`config.mk`:
```
export PLATFORM = sky130hd
export DESIGN_NAME = board_io_frontend
export DESIGN_NICKNAME = d
export VERILOG_FILES = /design/src/rtl/board_io_pkg.sv /design/src/rtl/board_io_frontend_key_conditioner.sv /design/src/rtl/board_io_frontend.sv
export SDC_FILE = /design/constraint.sdc
export NUM_CORES = 1
export LEC_CHECK = 0
export BUFFER_PORTS_ARGS = -buffer_cell sky130_fd_sc_hd__buf_2
export CORE_UTILIZATION = 35
export DETAILED_ROUTE_END_ITERATION = 8
export GPL_TIMING_DRIVEN = 1
export HOLD_SLACK_MARGIN = 0.02
export PLACE_DENSITY_LB_ADDON = 0.12
export SYNTH_ARGS = -nofsm -noshare
export SYNTH_HDL_FRONTEND = slang
export SYNTH_HIERARCHICAL = 1
export SYNTH_SLANG_ARGS = --single-unit
```
`constraint.sdc`:
```
create_clock -name clk -period 1.9 [get_ports clk]
set_input_delay 0.095 -clock clk [delete_from_list [all_inputs] [get_ports clk]]
set_output_delay 0.095 -clock clk [all_outputs]
set_load 0.02 [all_outputs]
```
`src/rtl/board_io_pkg.sv`:
```
// Shared constants, types and helpers for the board I/O front end.
package board_io_pkg;

    localparam int MAX_KEYS           = 16;
    localparam int DEF_NUM_KEYS       = 4;
    localparam int DEF_CLK_DIV        = 2;
    localparam int DEF_KEY_ACTIVE_LOW = 0;
    localparam int DEF_DEB_TICKS      = 1000;
    localparam int DEF_DEB_SAMPLES    = 4;
    localparam int DEF_REPEAT_DELAY   = 30;
    localparam int DEF_REPEAT_RATE    = 8;

    typedef logic [MAX_KEYS-1:0] key_vec_t;

    typedef enum logic {
        KEY_RELEASED = 1'b0,
        KEY_PRESSED  = 1'b1
    } key_state_t;

    // Bits needed to count 0..range-1; a one-value range still gets one bit.
    function automatic int cntWidth(input int range);
        return (range > 1) ? $clog2(range) : 1;
    endfunction

endpackage

```
`src/rtl/board_io_frontend_key_conditioner.sv`:
```
// One key: 2-flop synchroniser, polarity normalise, debounce FSM and pulses.
// Auto-repeat of the press pulse is built only when BOARD_IO_AUTOREPEAT_EN is defined.
module key_conditioner
    import board_io_pkg::*;
#(
    parameter int KEY_ACTIVE_LOW = DEF_KEY_ACTIVE_LOW,
    parameter int DEB_SAMPLES    = DEF_DEB_SAMPLES
`ifdef BOARD_IO_AUTOREPEAT_EN
    ,
    parameter int REPEAT_DELAY   = DEF_REPEAT_DELAY,
    parameter int REPEAT_RATE    = DEF_REPEAT_RATE
`endif
) (
    input  logic clk,
    input  logic reset,
    input  logic keyRaw_i,
    input  logic debTick_i,
    output logic level_o,
    output logic press_o,
    output logic release_o
);

    localparam logic IDLE_RAW = (KEY_ACTIVE_LOW != 0);
    localparam int DEB_W = cntWidth(DEB_SAMPLES);
    localparam logic [DEB_W-1:0] DEB_LAST = DEB_W'(DEB_SAMPLES - 1);

    logic             sync1_q, sync2_q;
    logic             keyNow;
    key_state_t       state_q, state_d;
    logic [DEB_W-1:0] debCnt_q, debCnt_d;
    logic             press_q, press_d;
    logic             release_q, release_d;
    logic             flip;

`ifdef BOARD_IO_AUTOREPEAT_EN
    localparam int REP_MAX = (REPEAT_DELAY > REPEAT_RATE) ? REPEAT_DELAY : REPEAT_RATE;
    localparam int REP_W = cntWidth(REP_MAX + 1);
    localparam logic [REP_W-1:0] REP_DELAY_V = REP_W'(REPEAT_DELAY);
    localparam logic [REP_W-1:0] REP_RATE_V  = REP_W'(REPEAT_RATE);

    logic [REP_W-1:0] repCnt_q, repCnt_d;
    logic [REP_W-1:0] repNext, repTarget;
    logic             repRate_q, repRate_d;
`endif

    // Sync flops idle at the unpressed pin level so reset never looks like a press.
    always_ff @(posedge clk or posedge reset) begin
        if (reset) begin
            sync1_q <= IDLE_RAW;
            sync2_q <= IDLE_RAW;
        end else begin
            sync1_q <= keyRaw_i;
            sync2_q <= sync1_q;
        end
    end

    assign keyNow = sync2_q ^ IDLE_RAW;

    always_comb begin
        state_d   = state_q;
        debCnt_d  = debCnt_q;
        press_d   = 1'b0;
        release_d = 1'b0;
        flip      = 1'b0;
        if (debTick_i) begin
            if (keyNow == (state_q == KEY_PRESSED)) begin
                debCnt_d = '0;
            end else if (debCnt_q == DEB_LAST) begin
                flip     = 1'b1;
                debCnt_d = '0;
                if (keyNow) begin
                    state_d = KEY_PRESSED;
                    press_d = 1'b1;
                end else begin
                    state_d   = KEY_RELEASED;
                    release_d = 1'b1;
                end
            end else begin
                debCnt_d = debCnt_q + 1'b1;
            end
        end
`ifdef BOARD_IO_AUTOREPEAT_EN
        // Repeat timer first waits REPEAT_DELAY ticks, then REPEAT_RATE ticks per pulse.
        repCnt_d  = repCnt_q;
        repRate_d = repRate_q;
        repNext   = repCnt_q + 1'b1;
        repTarget = repRate_q ? REP_RATE_V : REP_DELAY_V;
        if (state_d == KEY_RELEASED) begin
            repCnt_d  = '0;
            repRate_d = 1'b0;
        end else if (debTick_i && !flip) begin
            if (repNext == repTarget) begin
                press_d   = 1'b1;
                repCnt_d  = '0;
                repRate_d = 1'b1;
            end else begin
                repCnt_d = repNext;
            end
        end
`endif
    end

    always_ff @(posedge clk or posedge reset) begin
        if (reset) begin
            state_q   <= KEY_RELEASED;
            debCnt_q  <= '0;
            press_q   <= 1'b0;
            release_q <= 1'b0;
        end else begin
            state_q   <= state_d;
            debCnt_q  <= debCnt_d;
            press_q   <= press_d;
            release_q <= release_d;
        end
    end

`ifdef BOARD_IO_AUTOREPEAT_EN
    always_ff @(posedge clk or posedge reset) begin
        if (reset) begin
            repCnt_q  <= '0;
            repRate_q <= 1'b0;
        end else begin
            repCnt_q  <= repCnt_d;
            repRate_q <= repRate_d;
        end
    end
`endif

    assign level_o   = (state_q == KEY_PRESSED);
    assign press_o   = press_q;
    assign release_o = release_q;

endmodule

```
`src/rtl/board_io_frontend.sv`:
```
// Board front end: pixel clock-enable, shared debounce strobe and NUM_KEYS conditioned keys.
// Define BOARD_IO_AUTOREPEAT_EN to add auto-repeat press pulses on held keys.
module board_io_frontend
    import board_io_pkg::*;
#(
    parameter int NUM_KEYS       = DEF_NUM_KEYS,
    parameter int CLK_DIV        = DEF_CLK_DIV,
    parameter int KEY_ACTIVE_LOW = DEF_KEY_ACTIVE_LOW,
    parameter int DEB_TICKS      = DEF_DEB_TICKS,
    parameter int DEB_SAMPLES    = DEF_DEB_SAMPLES,
    parameter int REPEAT_DELAY   = DEF_REPEAT_DELAY,
    parameter int REPEAT_RATE    = DEF_REPEAT_RATE
) (
    input  logic                clk,
    input  logic                reset,
    input  logic [NUM_KEYS-1:0] keys_raw,
    output logic                pix_ce,
    output logic                deb_tick,
    output logic [NUM_KEYS-1:0] keys_level,
    output logic [NUM_KEYS-1:0] keys_press,
    output logic [NUM_KEYS-1:0] keys_release
);

    localparam int PIX_W = cntWidth(CLK_DIV);
    localparam int TCK_W = cntWidth(DEB_TICKS);
    localparam logic [PIX_W-1:0] PIX_LAST = PIX_W'(CLK_DIV - 1);
    localparam logic [TCK_W-1:0] TCK_LAST = TCK_W'(DEB_TICKS - 1);

    logic [PIX_W-1:0] pixCnt_q, pixCnt_d;
    logic [TCK_W-1:0] tckCnt_q, tckCnt_d;
    logic             pixCe_q, pixCe_d;
    logic             debTick_q, debTick_d;

    // Strobes are registered one clk after their counter hits its terminal value.
    always_comb begin
        pixCnt_d  = (pixCnt_q == PIX_LAST) ? '0 : pixCnt_q + 1'b1;
        pixCe_d   = (pixCnt_q == PIX_LAST);
        tckCnt_d  = (tckCnt_q == TCK_LAST) ? '0 : tckCnt_q + 1'b1;
        debTick_d = (tckCnt_q == TCK_LAST);
    end

    always_ff @(posedge clk or posedge reset) begin
        if (reset) begin
            pixCnt_q  <= '0;
            pixCe_q   <= 1'b0;
            tckCnt_q  <= '0;
            debTick_q <= 1'b0;
        end else begin
            pixCnt_q  <= pixCnt_d;
            pixCe_q   <= pixCe_d;
            tckCnt_q  <= tckCnt_d;
            debTick_q <= debTick_d;
        end
    end

    assign pix_ce   = pixCe_q;
    assign deb_tick = debTick_q;

    for (genvar k = 0; k < NUM_KEYS; k++) begin : g_key
        key_conditioner #(
            .KEY_ACTIVE_LOW(KEY_ACTIVE_LOW),
            .DEB_SAMPLES   (DEB_SAMPLES)
`ifdef BOARD_IO_AUTOREPEAT_EN
            ,
            .REPEAT_DELAY  (REPEAT_DELAY),
            .REPEAT_RATE   (REPEAT_RATE)
`endif
        ) u_key (
            .clk       (clk),
            .reset     (reset),
            .keyRaw_i  (keys_raw[k]),
            .debTick_i (debTick_q),
            .level_o   (keys_level[k]),
            .press_o   (keys_press[k]),
            .release_o (keys_release[k])
        );
    end

endmodule
```
==> run_results.csv, run 1 <==
group,metric,value,unit
route,wirelength,2570,um
clocking,clkSlewWorstSetupHoldPaths,70,ps
worst_setup_path,cp-start-kind,"flop",
global_routing,grt_pass1_wl,4460,um
power_and_ir_drop,fin_total_pwr,1490,uW
power_and_ir_drop,power.density,773,mW/mm^2
cells_and_area,n_antenna_cell,0,
timing,period_share,88.5,%
logic_synthesis,synth.cell_area,0.00164,mm^2
worst_setup_path,timing.rr.start,"tckCnt_q[0]",
power_and_ir_drop,ir_drop,0.000382,V
timing,slew_viol_final,0,
worst_setup_path,cp-endpoint,"tckCnt_q[1]",
floorplanning,dieArea,0.00495,mm^2
place,gp_congestion,0.769,
floorplanning,dieHeight,70.4,um
clocking,worstSkewPairLatency,290,ps
timing,hold_viol_final,0,
cells_and_area,layout.nets,172,
logic_synthesis,yosys.area.top_type_share,62.7,%
power_and_ir_drop,p_leak,0.000925,uW
floorplanning,dieWidth,70.4,um
worst_setup_path,r2r_end,"tckCnt_q[1]",
logic_synthesis,synth_most_common_cell,"dfrtp_1",
worst_setup_path,path_max_fanout,6,
route,wl_per_cell,12.1,um
global_routing,grt_pass1_vias,1008,
timing,period_needed,1680,ps
clocking,cts_buffers,5,
logic_synthesis,synth_top_area_cell,"dfrtp_1",
logic_synthesis,async_flop_share,100,%
route,drt-pass1-iter-count,4,
place,io_buffers,19,
clocking,cts_buffer_depth,2,
clocking,tritoncts,"done",
global_routing,grt_usage,11.8,%
place,placed_cells,201,
clocking,htree_num_levels,2,
worst_setup_path,critPathCaptureType,"flop",
cells_and_area,finalNonFillerCells,213,
floorplanning,core_area,0.00441,mm^2
route,detail_route.vias_per_cell,4.76,
logic_synthesis,synth_seq_cells,41,
logic_synthesis,yosysWarningCount,6,
timing,fmax,0.595,GHz
floorplanning,fp-row-count,24,
route,antenna_left,0,
logic_synthesis,ys.flop_type,"dfrtp_1",
timing,fin_skew,2.56,ps
worst_setup_path,setup.worst_path.class,"flop to flop",
min_path,min_path_type,"input port to async pin",
clocking,root_buffer,"clkbuf_8",
place,post-dp-hpwl,1810,um
route,via_count,1014,
worst_setup_path,crit_start,"tckCnt_q[0]",
clocking,clkSinkCount,41,
floorplanning,pin_count,20,
global_routing,grt_max_degree,22,
timing,hold_ws,328,ps
logic_synthesis,postSynthAreaPerCell,12.5,um^2
route,drc_errors,0,
worst_setup_path,r2r_slack,220,ps
job,maxCapViolCount,0,
timing,rsz0062_at_grt,"false",
floorplanning,start_util,37.1,%
logic_synthesis,synth_nets,142,
cells_and_area,nFillCells,431,
logic_synthesis,synth_enable_flop_cells,0,
logic_synthesis,yosysSeqAreaShare,62.7,%
logic_synthesis,netlist_top_cells_count,"dfrtp_1, inv_1, nand2_1, nor3b_1, o22ai_1",
logic_synthesis,synth_cell_types,26,
global_routing,antenna_found_initial,0,
cells_and_area,drive_above_1_share,23.6,%
worst_setup_path,required,2070,ps
timing,setup_tns,0,ps
route,first_iter_violations,24,
timing,worstMarginPinSlew,558,ps
cells_and_area,syn_to_final_growth,17.4,%
logic_synthesis,synthTopCellsByArea,"dfrtp_1, ha_1, xnor2_1",
clocking,ctsResizeCount,0,
status,status,"finished, final reports clean",
worst_setup_path,r2r_cells,5,
timing,setup_viol,0,
global_routing,globalRouteOverflowTotal,0,
timing,slew_headroom,62.8,%
logic_synthesis,syn_inst,131,
cells_and_area,post-route-util,43.5,%
worst_setup_path,arrival,1850,ps
-- how the worst min path moves through the flow --
stage | startpoint | endpoint | slack, ps
finish | reset | g_key[0].u_key/debCnt_q[1] | 330
detailed placement | reset | g_key[0].u_key/debCnt_q[1] | 80
global placement | reset | g_key[0].u_key/sync1_q | 80
floorplan | reset | g_key[0].u_key/debCnt_q[0] | -100
CTS | reset | g_key[0].u_key/debCnt_q[1] | 330
global route | reset | g_key[0].u_key/debCnt_q[1] | 330
-- per-layer routing --
layer	track usage, %	vias up	part of all wire, %
li1	-	501	-
met1	13.4	482	46
met2	18.5	24	46
met3	5.77	7	5.6
met4	5.33	0	1.9
met5	0	-	0
-- worst max-delay path, cell delays in order, from the launching register on --
cell	delay [ps]
dfrtp_1	420
ha_1	250
nand2_2	110
nor4b_4	290
and3_1	420
nor2b_2	70
-- cell usage in the layout, fill, tap and decap left out, drive strengths merged, types with 2 or more instances in the layout --
cell type    count
xnor2            7
mux2             4
dlygate4sd3      5
ha               5
dfrtp           41
xor2             2
clkbuf           7
nor3b            8
or3b             4
a21oi            2
inv             15
nand3            5
nand2           11
nor2             7
buf             19
and3             2
o22ai            8
-- where the power goes --
| part | internal [uW] | switching, uW |
|---|---|---|
| clock | 288 | 274 |
| combinational | 15.6 | 22.6 |
| sequential | 881 | 5.68 |
| total | 1180 | 302 |
-- cells by family (layout without fill, tap and decap cells) --
kind of cell / after synthesis / after routing / share of synthesized area [%]
flops: 41 / 41 / 62.7
xor+xnor: 9 / 9 / 4.82
mux: 4 / 4 / 2.75
simple gates: 41 / 41 / 15.7
compound gates: 15 / 15 / 6.04
buf+inv: 16 / 46 / 4.13
fa+ha+maj: 5 / 5 / 3.82
-- registers in the layout (all words and copies together) (netlist names) --
name                   count
g_key.u_key/keyNow         4
pixCe_d                    1
g_key.u_key/release_o      4
pix_ce                     1
deb_tick                   1
g_key.u_key/sync1_q        4
tckCnt_q                  10
g_key.u_key/debCnt_q       8
g_key.u_key/press_o        4
g_key.u_key/level_o        4
-- cell type report --
type | count | area (um^2) | area share (%)
inverter | 15 | 56.3 | 2.93
multi-input combinational | 74 | 543 | 28.3
clock buffer | 7 | 86.3 | 4.49
tap | 52 | 65.1 | 3.39
timing repair buffer | 24 | 145 | 7.55
sequential | 41 | 1030 | 53.4
-- timing repair --
| item | CTS | global route |
|---|---|---|
| hold endpoints to repair | 45 | 0 |
| buffers inserted | 0 | 0 |
| hold buffers | 5 | 0 |
-- stage by stage --
| stage | cell area (um^2) | worst slack [ps] |
|---|---|---|
| 6_report | 1920 | 219 |
| 5_1_grt | 1920 | 120 |
| 4_1_cts | 1920 | 220 |
| 3_5_place_dp | 1790 | 237 |
| 3_3_place_gp | 1790 | 285 |
| 2_1_floorplan | 1640 | 470 |
Power figures use the tool's default switching activity.
==> run 2: changes to the inputs <==
--- a/config.mk
+++ b/config.mk
@@ -6,6 +6,8 @@
 export NUM_CORES = 1
 export LEC_CHECK = 0
 export BUFFER_PORTS_ARGS = -buffer_cell sky130_fd_sc_hd__buf_2
+export CELL_PAD_IN_SITES_DETAIL_PLACEMENT = 0
+export CELL_PAD_IN_SITES_GLOBAL_PLACEMENT = 1
 export CORE_UTILIZATION = 35
 export DETAILED_ROUTE_END_ITERATION = 8
 export GPL_TIMING_DRIVEN = 1
==> run 2 against run 1 <==
  * Wire length down 2.2%
  * Sequential share of layout area down 0.82 points
  * Combinational power about the same
  * Critical path depth unchanged
  * Sequential power about the same
  * Largest cell class unchanged
  * Highest routed layer unchanged
==> run_results.csv, run 2 (synthesis gave the netlist of run 1 again) <==
group,metric,value,unit
clocking,cts_buffers,5,
timing,period_share,87.9,%
clocking,htree_num_levels,2,
worst_setup_path,path_max_fanout,6,
route,drt-pass1-iter-count,4,
route,wl_per_cell,11.8,um
clocking,root_buffer,"clkbuf_8",
timing,hold_viol_final,0,
timing,slew_viol_final,0,
global_routing,antenna_found_initial,0,
status,status,"finished, final reports clean",
cells_and_area,largest_reg_flops,10,
route,via_count,1035,
place,gp_congestion,0.737,
clocking,worstSkewPairLatency,290,ps
clocking,cts_buffer_depth,2,
global_routing,grt_pass1_wl,4570,um
cells_and_area,largest_register,"tckCnt_q",
worst_setup_path,critPathCaptureType,"flop",
floorplanning,dieArea,0.00495,mm^2
floorplanning,fp-row-count,24,
global_routing,busiest_layer,"met2",
cells_and_area,mostFrequentLayoutCell,"dfrtp_1",
place,post-dp-hpwl,1810,um
clocking,clkSinkCount,41,
job,maxCapViolCount,0,
cells_and_area,layout_common_cells,"dfrtp_1, buf_2, inv_1",
worst_setup_path,arrival,1840,ps
floorplanning,dieHeight,70.4,um
global_routing,grt_usage,11.9,%
power_and_ir_drop,p_leak,0.000939,uW
cells_and_area,reg.largest.list,"tckCnt_q x10, g_key.u_key/debCnt_q x8",
timing,period_needed,1670,ps
worst_setup_path,setup.worst_path.class,"flop to flop",
floorplanning,core_area,0.00441,mm^2
timing,setup_viol,0,
global_routing,globalRouteOverflowTotal,0,
clocking,clkSlewWorstSetupHoldPaths,70,ps
timing,fin_skew,3.97,ps
cells_and_area,post-route-util,44.2,%
timing,worstMarginPinSlew,589,ps
cells_and_area,syn_to_final_growth,19.3,%
cells_and_area,drive_above_1_share,24.1,%
timing,fmax,0.599,GHz
power_and_ir_drop,power.density,836,mW/mm^2
cells_and_area,n_antenna_cell,0,
timing,hold_ws,326,ps
global_routing,grt_pass1_vias,1090,
route,wirelength,2520,um
timing,setup_tns,0,ps
global_routing,gr-usage-met2,21.0,%
global_routing,use_met3,4.76,%
timing,slew_headroom,60.7,%
clocking,tritoncts,"done",
floorplanning,start_util,37.1,%
clocking,post_cts_buffers,0,
global_routing,met1_usage,12.3,%
worst_setup_path,required,2070,ps
global_routing,grt_max_degree,22,
worst_setup_path,cp-start-kind,"flop",
place,io_buffers,19,
min_path,min_path_type,"input port to async pin",
floorplanning,dieWidth,70.4,um
cells_and_area,layout.nets,172,
timing,rsz0062_at_grt,"false",
route,antenna_left,0,
route,drc_errors,0,
route,detail_route.vias_per_cell,4.84,
power_and_ir_drop,ir_drop,0.000288,V
route,first_iter_violations,29,
floorplanning,pin_count,20,
[run 2: cell count changes in the layout (fill, tap and decap cells not counted), sizes merged]
cell / before / now
bufinv: 0 / 1
[run 2: layout make-up]
| class | instances | area [um^2] |
|---|---|---|
| Sequential cell | 41 | 1030 |
| Inverter | 15 | 56.3 |
| Fill cell | 425 | 2460 |
| Tap cell | 52 | 65.1 |
| Clock inverter | 1 | 30.0 |
| Timing Repair Buffer | 24 | 145 |
| Clock buffer | 7 | 86.3 |
| Multi-Input combinational cell | 74 | 543 |
[run 2: metrics by stage]
stage | instance area [um^2] | total power [uW] | instances | setup slack (ps)
floorplan | 1640 | 922 | 131 | 470
global placement | 1790 | 934 | 201 | 292
detailed placement | 1790 | 936 | 201 | 247
CTS | 1950 | 1660 | 214 | 211
global route | 1950 | 1710 | 214 | 103
finish | 1950 | 1630 | 214 | 230
[run 2: power by group]
part / internal, uW / total (uW) / switching [uW]
Sequential: 881 / 886 / 5.56
Combinational: 15.6 / 37.9 / 22.4
Clock: 428 / 707 / 279
Total: 1320 / 1630 / 307
[run 2: worst paths after layout]
| kind | slack, ps | startpoint | cells past startpoint | to |
|---|---|---|---|---|
| setup / recovery | 230 | tckCnt_q[0] | 5 | tckCnt_q[5] |
| hold / removal | 330 | reset | 3 | g_key[3].u_key/press_o |
| setup reg to reg | 230 | tckCnt_q[0] | 5 | tckCnt_q[5] |
| hold reg to reg | 350 | g_key[1].u_key/sync1_q | 0 | g_key[1].u_key/keyNow |
| max in group asynchronous | 1130 | reset | 3 | deb_tick |
| min in group clk | 350 | g_key[1].u_key/sync1_q | 0 | g_key[1].u_key/keyNow |
[run 2: metal layers]
layer / vias to the layer above / wire [um]
li1: 500 / -
met1: 517 / 1060
met2: 12 / 1320
met3: 6 / 91
met4: 0 / 47
met5: - / 0
[run 2: what timing repair did]
| item | 4_1_cts | 5_1_grt |
|---|---|---|
| hold buffers | 5 | 0 |
| hold endpoints to repair | 45 | 0 |
| gates resized for setup | 0 | 0 |
[run 2: worst max-delay path, cell delays in order (launching register included)]
cell,delay [ps]
dfrtp_1,430
ha_1,240
nand2_2,100
nor4b_4,300
and3_1,410
nor2_2,70
